--- config.mk ---
export PLATFORM = sky130hd
export DESIGN_NAME = mul_div_unit_flat
export DESIGN_NICKNAME = d
export VERILOG_FILES = /design/src/rtl/mul_div_unit_if.sv /design/src/rtl/mul_div_unit.sv /design/src/flat_wrapper.sv
export SDC_FILE = /design/constraint.sdc
export NUM_CORES = 1
export LEC_CHECK = 0
export ABC_AREA = 1
export CORE_MARGIN = 2
export CORE_UTILIZATION = 35
export CTS_BUF_LIST = sky130_fd_sc_hd__clkbuf_16
export CTS_CLUSTER_SIZE = 8
export DETAILED_ROUTE_END_ITERATION = 16
export PLACE_DENSITY = 0.49
export SYNTH_ARGS = -nofsm -noshare
export SYNTH_HDL_FRONTEND = slang
export SYNTH_SLANG_ARGS = --single-unit
--- constraint.sdc ---
create_clock -name clk -period 3 [get_ports clk]
set_clock_uncertainty 0.1 [all_clocks]
set_input_delay 0.6 -clock clk [delete_from_list [all_inputs] [get_ports clk]]
set_output_delay 0.6 -clock clk [all_outputs]
set_load 0.01 [all_outputs]
--- src/rtl/mul_div_unit_if.sv ---
// Operand/result bundle between the execute-stage controller and the
// iterative multiply/divide unit. The controller is the master.
interface mul_div_unit_if;
  logic        start;
  logic [1:0]  op;
  logic [31:0] a;
  logic [31:0] b;
  logic        busy;
  logic        done;
  logic [63:0] result;
  logic        div_by_zero;

  modport master (
    output start, op, a, b,
    input  busy, done, result, div_by_zero
  );

  modport slave (
    input  start, op, a, b,
    output busy, done, result, div_by_zero
  );
endinterface

--- src/rtl/mul_div_unit.sv ---
// Iterative 32-bit MULT/MULTU/DIV/DIVU unit. Fixed 33-cycle latency from the
// accepted start to done; result is {hi, lo} and changes only on done.
module mul_div_unit (
  input  logic           clk,
  input  logic           reset,
  mul_div_unit_if.slave  bus
);

  typedef enum logic [1:0] {IDLE, CALC, FIN} state_e;

  // op encoding: bit 1 selects divide, bit 0 selects unsigned.
  state_e      state_q, state_d;
  logic [1:0]  op_q, op_d;
  logic [31:0] a_q, a_d;
  logic [31:0] b_q, b_d;
  logic        sign_a_q, sign_a_d;
  logic        sign_b_q, sign_b_d;
  logic [5:0]  cnt_q, cnt_d;
  logic [63:0] acc_q, acc_d;
  logic [31:0] rem_q, rem_d;
  logic [63:0] result_q, result_d;
  logic        done_q, done_d;
  logic        dbz_q, dbz_d;

  logic        in_signed;
  logic [31:0] a_abs, b_abs;
  logic [32:0] mul_sum;
  logic [32:0] div_shift;
  logic        div_ge;
  logic [63:0] prod_fix;
  logic [31:0] quo_fix, rem_fix, a_raw;

  assign in_signed = ~bus.op[0];
  assign a_abs     = (in_signed && bus.a[31]) ? -bus.a : bus.a;
  assign b_abs     = (in_signed && bus.b[31]) ? -bus.b : bus.b;

  // Multiply: add the multiplicand into the upper half when the current
  // multiplier bit (acc[0]) is set, then shift the whole accumulator right.
  assign mul_sum   = {1'b0, acc_q[63:32]} + {1'b0, (acc_q[0] ? a_q : 32'd0)};

  // Divide: the next dividend bit enters the 33-bit partial remainder.
  assign div_shift = {rem_q, acc_q[31]};
  assign div_ge    = (div_shift >= {1'b0, b_q});

  // Sign bits are recorded as zero for unsigned ops, so no op check is needed.
  assign prod_fix  = (sign_a_q ^ sign_b_q) ? -acc_q : acc_q;
  assign quo_fix   = (sign_a_q ^ sign_b_q) ? -acc_q[31:0] : acc_q[31:0];
  assign rem_fix   = sign_a_q ? -rem_q : rem_q;
  assign a_raw     = sign_a_q ? -a_q : a_q;

  always_comb begin
    // NOTE: every _d gets its hold value first so no path leaves it unassigned,
    // which would otherwise infer a latch.
    state_d  = state_q;
    op_d     = op_q;
    a_d      = a_q;
    b_d      = b_q;
    sign_a_d = sign_a_q;
    sign_b_d = sign_b_q;
    cnt_d    = cnt_q;
    acc_d    = acc_q;
    rem_d    = rem_q;
    result_d = result_q;
    done_d   = 1'b0;
    dbz_d    = dbz_q;

    unique case (state_q)
      IDLE: begin
        if (bus.start) begin
          op_d     = bus.op;
          a_d      = a_abs;
          b_d      = b_abs;
          sign_a_d = in_signed & bus.a[31];
          sign_b_d = in_signed & bus.b[31];
          cnt_d    = 6'd0;
          acc_d    = {32'd0, (bus.op[1] ? a_abs : b_abs)};
          rem_d    = 32'd0;
          dbz_d    = 1'b0;
          state_d  = CALC;
        end
      end

      CALC: begin
        if (op_q[1]) begin
          acc_d[31:0] = {acc_q[30:0], div_ge};
          rem_d       = div_ge ? 32'(div_shift - {1'b0, b_q}) : div_shift[31:0];
        end else begin
          acc_d = {mul_sum, acc_q[31:1]};
        end
        cnt_d = cnt_q + 6'd1;
        if (cnt_q == 6'd31) state_d = FIN;
      end

      FIN: begin
        if (op_q[1] && (b_q == 32'd0)) begin
          result_d = {a_raw, 32'hFFFF_FFFF};
          dbz_d    = 1'b1;
        end else if (op_q[1]) begin
          result_d = {rem_fix, quo_fix};
        end else begin
          result_d = prod_fix;
        end
        done_d  = 1'b1;
        state_d = IDLE;
      end

      default: state_d = IDLE;
    endcase
  end

  // NOTE: reset is synchronous and active-high here, so it lives inside the
  // clocked branch rather than in the sensitivity list.
  always_ff @(posedge clk) begin
    if (reset) begin
      state_q  <= IDLE;
      op_q     <= 2'd0;
      a_q      <= 32'd0;
      b_q      <= 32'd0;
      sign_a_q <= 1'b0;
      sign_b_q <= 1'b0;
      cnt_q    <= 6'd0;
      acc_q    <= 64'd0;
      rem_q    <= 32'd0;
      result_q <= 64'd0;
      done_q   <= 1'b0;
      dbz_q    <= 1'b0;
    end else begin
      // NOTE: non-blocking assignments let every flop sample the old values,
      // independent of statement order.
      state_q  <= state_d;
      op_q     <= op_d;
      a_q      <= a_d;
      b_q      <= b_d;
      sign_a_q <= sign_a_d;
      sign_b_q <= sign_b_d;
      cnt_q    <= cnt_d;
      acc_q    <= acc_d;
      rem_q    <= rem_d;
      result_q <= result_d;
      done_q   <= done_d;
      dbz_q    <= dbz_d;
    end
  end

  assign bus.busy        = (state_q != IDLE);
  assign bus.done        = done_q;
  assign bus.result      = result_q;
  assign bus.div_by_zero = dbz_q;

endmodule

--- src/flat_wrapper.sv ---
// flat-port wrapper written by rule: the top's interface ports become plain ports
module mul_div_unit_flat 
  (clk, reset, bus_start, bus_op, bus_a, bus_b, bus_busy, bus_done, bus_result, bus_div_by_zero);
  mul_div_unit_if bus_i ();
  input  logic clk;
  input  logic reset;
  input wire logic [$bits(bus_i.start)-1:0] bus_start;
  input wire logic [$bits(bus_i.op)-1:0] bus_op;
  input wire logic [$bits(bus_i.a)-1:0] bus_a;
  input wire logic [$bits(bus_i.b)-1:0] bus_b;
  output wire logic [$bits(bus_i.busy)-1:0] bus_busy;
  output wire logic [$bits(bus_i.done)-1:0] bus_done;
  output wire logic [$bits(bus_i.result)-1:0] bus_result;
  output wire logic [$bits(bus_i.div_by_zero)-1:0] bus_div_by_zero;
  assign bus_i.start = bus_start;
  assign bus_i.op = bus_op;
  assign bus_i.a = bus_a;
  assign bus_i.b = bus_b;
  assign bus_busy = bus_i.busy;
  assign bus_done = bus_i.done;
  assign bus_result = bus_i.result;
  assign bus_div_by_zero = bus_i.div_by_zero;
  mul_div_unit u_core (.clk(clk), .reset(reset), .bus(bus_i));
endmodule
Word-level counts from Yosys, hierarchy flattened
Cells that the tools add are included.

word-level totals
  output and inout port bits = 67
  logic and storage cells = 76
  register bits after elaboration = 238
  input port bits = 69

cells by class
  add/subtract/negate cells = 9
  order comparisons = 1
  reductions and logical operators = 14
  equal/unequal tests = 8
  bitwise gates (word level) = 4
  muxes and demuxes = 27

operators with widths
  cell                   count
  $mux W32               12
  $mux W64               4
  $neg A32 Y32           5
  $pmux W64 S2           1
  $neg A64 Y64           1
  $pmux W32 S2           1
  $add A32 B32 Y33       1
  $ge A33 B32 Y1         1
  $logic_not A32 Y1      1
  $sub A32 B32 Y32       1
  $pmux W6 S2            1
  $reduce_and A3 Y1      3
  $add A6 B1 Y6 const B  1
  $eq A6 B5 Y1 const B   1
  $mux W6                1
  $ne A2 B1 Y1 const B   3
  $reduce_and A2 Y1      3
  $reduce_bool A2 Y1     3
  $mux W2                2
  $ne A2 B2 Y1 const B   2
  $pmux W2 S2            1
  $logic_and A1 B1 Y1    3
  $mux W1                3
  $and A1 B1 Y1          2
  6 further kinds        6

Depth between registers and ports, before layout
  depth in word-level cells = 6
  mapped depth = 17
  gate-level depth less buffers = 16

Worst setup path before layout
OpenSTA, ideal clock, no wires.

  kind = reg-to-reg
  from = reg u_core.acc_q[0]
  to = reg u_core.acc_q[61]
  setup time = 0.132 ns
  buffers on the path = 2
  setup slack = 0.499 ns
  cell stages (with the launch flop) = 18
  data arrival time = 2.269 ns
  clock period less this slack = 2.501 ns
  required time = 2.768 ns
  cells stage by stage = dfxtp_1 -> buf_6 -> clkbuf_1 -> nand2_1 -> inv_1 -> ha_1 -> inv_1 -> fa_1 -> o21ai_1 -> nand2_1 -> nand2_1 -> nand3_1 -> nand2_1 -> nand3b_1 -> nand2_1 -> nand2_1 -> nand3_1 -> a21oi_1

on the way
  longest elaborated chain between the ends = 4

ends and longest elaborated chain
  element                 line                 text
  start, declared         mul_div_unit.sv:19   logic [63:0] acc_q, acc_d;
  start signal, assigned  mul_div_unit.sv:122  acc_q <= 64'd0;
  start signal, assigned  mul_div_unit.sv:137  acc_q <= acc_d;
  $mux W32                mul_div_unit.sv:39   assign mul_sum = {1'b0, acc_q[63:32]} + {1'b0, (acc_q[0] ? a_q : 32'd0)};
  $add A32 B32 Y33        mul_div_unit.sv:39
  $mux W32                mul_div_unit.sv:84   if (op_q[1]) begin
  $pmux W64 S2            mul_div_unit.sv:67   unique case (state_q)

No other way between the ends. The select of a mux whose other input is x is not followed.
A chain may end at the register's enable or synchronous reset.

Worst setup path after layout
  from = reg u_core.b_q[2]
  to = reg u_core.rem_q[24]

on the way
  longest elaborated chain between the ends = 4
  elaborated cells between the ends (all ways) = 5
  those cells by class = 1 x add/sub; 1 x order compare; 3 x mux

ends and longest elaborated chain
  element                                             line                                    text
  start, declared                                     mul_div_unit.sv:15                      logic [31:0] b_q, b_d;
  start signal, assigned                              mul_div_unit.sv:118                     b_q <= 32'd0;
  start signal, assigned                              mul_div_unit.sv:133                     b_q <= b_d;
  $sub A32 B32 Y32 or $ge A33 B32 Y1 (tied branches)  mul_div_unit.sv:86, mul_div_unit.sv:43
  $mux W32 (*)                                        mul_div_unit.sv:86                      rem_d = div_ge ? 32'(div_shift - {1'b0, b_q}) : div_shift[31:0];
  $mux W32 (*)                                        mul_div_unit.sv:84
  $pmux W32 S2 (*)                                    mul_div_unit.sv:67
  end signal, assigned                                mul_div_unit.sv:138                     rem_q <= rem_d;
  end, declared                                       mul_div_unit.sv:20                      logic [31:0] rem_q, rem_d;

Every way passes the cells marked *; elsewhere a longest branch is shown, timed or not. The select of a mux whose other input is x is not followed.

==> run_results.csv <==
group,metric,value,unit
power_and_ir_drop,power_per_cell_area,443,nW/um^2
synth,synth-warning-count,0,
status,outcome,"complete, no violations",
place,hpwl,84100,um
synth,synth_commonest_cells,"899 x nand2_1, 438 x inv_1, 357 x nor2_1",
synth,yosysSeqAreaShare,0.225,
synth,yosysTopAreaCell,"dfxtp_1",
worst_hold_path,hold_depth,2,
global_routing,antenna_found_initial,3,
global_routing,grt_pass1_wl,151000,um
die,die_h,249,um
power_and_ir_drop,ir_worst_vdd,0.450,mV
sta,fin_ws,0.0963,ns
cells_and_area,multi_input_area,14000,um^2
clocking,postCtsHoldBufs,0,
synth,synth.area.top_cells,"dfxtp_1 23%, nand2_1 16%, inv_1 7.8%",
worst_setup_path,reg2reg_to,"u_core.rem_q[24]",
clocking,clkTransAtPathRegs,0.05,ns
sta,finalCritPeriodShare,0.968,
sta,slew_viol_final,0,
worst_setup_path,cp_common_cell,"nand2_1",
sta,maxSlewHeadroom,0.444,
sta,min_period,2.90,ns
detailed_routing,wire_per_inst,22.9,um
worst_setup_path,critPathKind,"reg -> reg",
sta,rsz0062_at_grt,"no",
global_routing,grt_pass1_vias,23100,
detailed_routing,totalWireLength,102000,um
worst_setup_path,start_kind,"register",
cells_and_area,register_area,4750,um^2
synth,synth_area,21000,um^2
clocking,cts.sinks,237,
sta,hold_viol,0,
synth,synth.net_count,3659,
worst_hold_path,min_path_type,"in -> reg",
worst_setup_path,critPathSlowestCell,"ha_1",
cells_and_area,area_growth,18.1,%
cells_and_area,final_core_util,0.419,
clocking,cts_root_buf,"clkbuf_16",
worst_setup_path,crit_fanout,5,
detailed_routing,via_count,24800,
clocking,cts_tree,"built",
synth,synth_top_area_share,0.225,
global_routing,grt-ovfl-total,0,
die,dieArea,62100,um^2
die,core.rowCount,89,
synth,syn_inst,3518,
worst_setup_path,r2r_setup_slack,0.1,ns
clocking,cts_buffer_depth,3,
die,die_w,249,um
die,core_area,59200,um^2
detailed_routing,first_iter_violations,2331,
clocking,cts-buffers-inserted,37,
place,io_buffers,135,
die,initial_core_util,0.355,
worst_setup_path,cp-startpoint,"u_core.b_q[2]",
cells_and_area,drive_above_1_share,0.101,
worst_setup_path,crit_family,"simple AND/OR/NAND/NOR gates",
detailed_routing,drt_first_pass_iters,8,
worst_setup_path,crit_arrival,3.29,ns
place,pre_cts_slack,-0.189,ns
worst_setup_path,cp.depth,16,
sta,clock.fmax,344,MHz
run,drv_cap,0,
worst_setup_path,r2r_cells,16,
global_routing,track_usage,0.321,
place,finalWeightedCongestion,1.01,
synth,async_flop_share,0,
worst_setup_path,end_kind,"register",
worst_setup_path,worst-path-buf-inv,3,
synth,synth-edff-count,0,
cells_and_area,fillerInstances,6431,
sta,setup_viol,0,
cells_and_area,n_antenna_cell,0,
clocking,clock_latency,0.58,ns
cells_and_area,fin_nets,3827,
worst_setup_path,cp-endpoint,"u_core.rem_q[24]",
worst_setup_path,timing.rr.start,"u_core.b_q[2]",
synth,ys.flop_type,"dfxtp_1",
global_routing,grt_start_max_net_pins,112,
synth,syn_area_per_cell,5.98,um^2
synth,yosysMostFrequentCell,"nand2_1",
detailed_routing,vias_per_cell,5.55,
worst_setup_path,cp_cell_sequence,"inv_1, ha_1, nand2_1, inv_1, nand2_1, nand3_1, nand2_1, nand2_1, buf_4, nand2_1, nand3_1, nand2_1, nand2_1, nand2_1, nand3_2, a21oi_2",
detailed_routing,drc_errors,0,
detailed_routing,postRouteAntennaNets,0,
worst_setup_path,crit_required,3.39,ns
worst_setup_path,critPathMaxStageDelay,0.38,ns
power_and_ir_drop,p_leak,0.0121,uW
synth,ys_ff_latch,237,
die,io_pins,136,
sta,tightest_slew,0.832,ns
clocking,ctsHtreeMaxLevel,2,
synth,synthDistinctLibCells,57,
[power by group]
part | internal [uW] | leakage [uW] | switching (uW) | total, uW
Sequential | 3320 | 0.00193 | 273 | 3590
Combinational | 1090 | 0.00963 | 2450 | 3540
Clock | 2220 | 0.000510 | 1660 | 3880
[how the worst min path moves through the flow]
stage / startpoint / endpoint / slack, ns
2_1_floorplan: u_core.cnt_q[5] / u_core.cnt_q[5] / 0.34
3_3_place_gp: u_core.bus.result[40] / u_core.bus.result[40] / 0.35
3_5_place_dp: u_core.bus.result[38] / u_core.bus.result[38] / 0.36
4_1_cts: reset / u_core.bus.done / 0.26
5_1_grt: reset / u_core.bus.done / 0.26
6_report: reset / u_core.bus.done / 0.29
[routing by layer]
layer | up-vias | wire length, um | global-route usage
li1 | 11900 | - | -
met5 | - | 23 | 0
met4 | 4 | 3780 | 0.112
met1 | 11700 | 47600 | 0.455
met3 | 160 | 8200 | 0.0564
met2 | 1053 | 42800 | 0.487
[cell type report]
cell class	instances	share of cell area
Inverter	464	0.0702
Clock inverter	12	0.00423
Tap cell	773	0.0389
Timing Repair Buffer	260	0.0966
Multi-Input combinational cell	2686	0.562
Clock buffer	37	0.0373
Sequential cell	237	0.191
[kinds of logic (layout without fill, tap and decap cells)]
family	count (synthesis)	after routing	synth area share
simple gates	1843	1843	0.393
compound gates	682	682	0.189
buf+inv	595	773	0.112
flops	237	237	0.225
xor+xnor	89	89	0.0370
fa+ha+maj	72	72	0.0435
[metrics by stage]
step | instances | total power (uW) | hold WS, ns | setup TNS [ns] | cell area (um^2)
final | 4469 | 11000 | 0.293 | 0 | 24800
after global routing | 4469 | 11500 | 0.264 | 0 | 24800
after CTS | 4469 | 11000 | 0.261 | 0 | 24800
after detailed placement | 4420 | 7090 | 0.357 | -0.209 | 23800
after global placement | 4420 | 7090 | 0.354 | -0.204 | 23800
after floorplan | 3518 | 5620 | 0.344 | 0 | 21000
[flip-flops by register name, summed over array words and instances (netlist names), 2 cells and up]
name,count
u_core.acc_q,64
u_core.a_q,32
u_core.rem_q,32
u_core.cnt_q,6
u_core.bus.result,64
u_core.state_q,2
u_core.b_q,32
[placed cells by master (no fill, tap or decap), types with 31 or more instances in the layout]
master           count
nand2_1            898
inv_1              438
nor2_1             353
nand3_1            322
a21oi_1            253
dfxtp_1            235
o21ai_0            209
clkdlybuf4s50_1    134
buf_4              117
ha_1                70
xor2_1              60
nand4_1             58
nand3_2             53
o211ai_1            49
a221oi_1            37
clkbuf_16           37
nor3_1              34
nand2_2             33
o21ai_1             33
a21oi_2             31
[repair_timing]
item,4_1_cts,5_1_grt
gates resized for setup,0,1
setup buffers,0,0
endpoints found under the setup margin,0,1
Note: power is estimated with default switching activity, not from simulation.
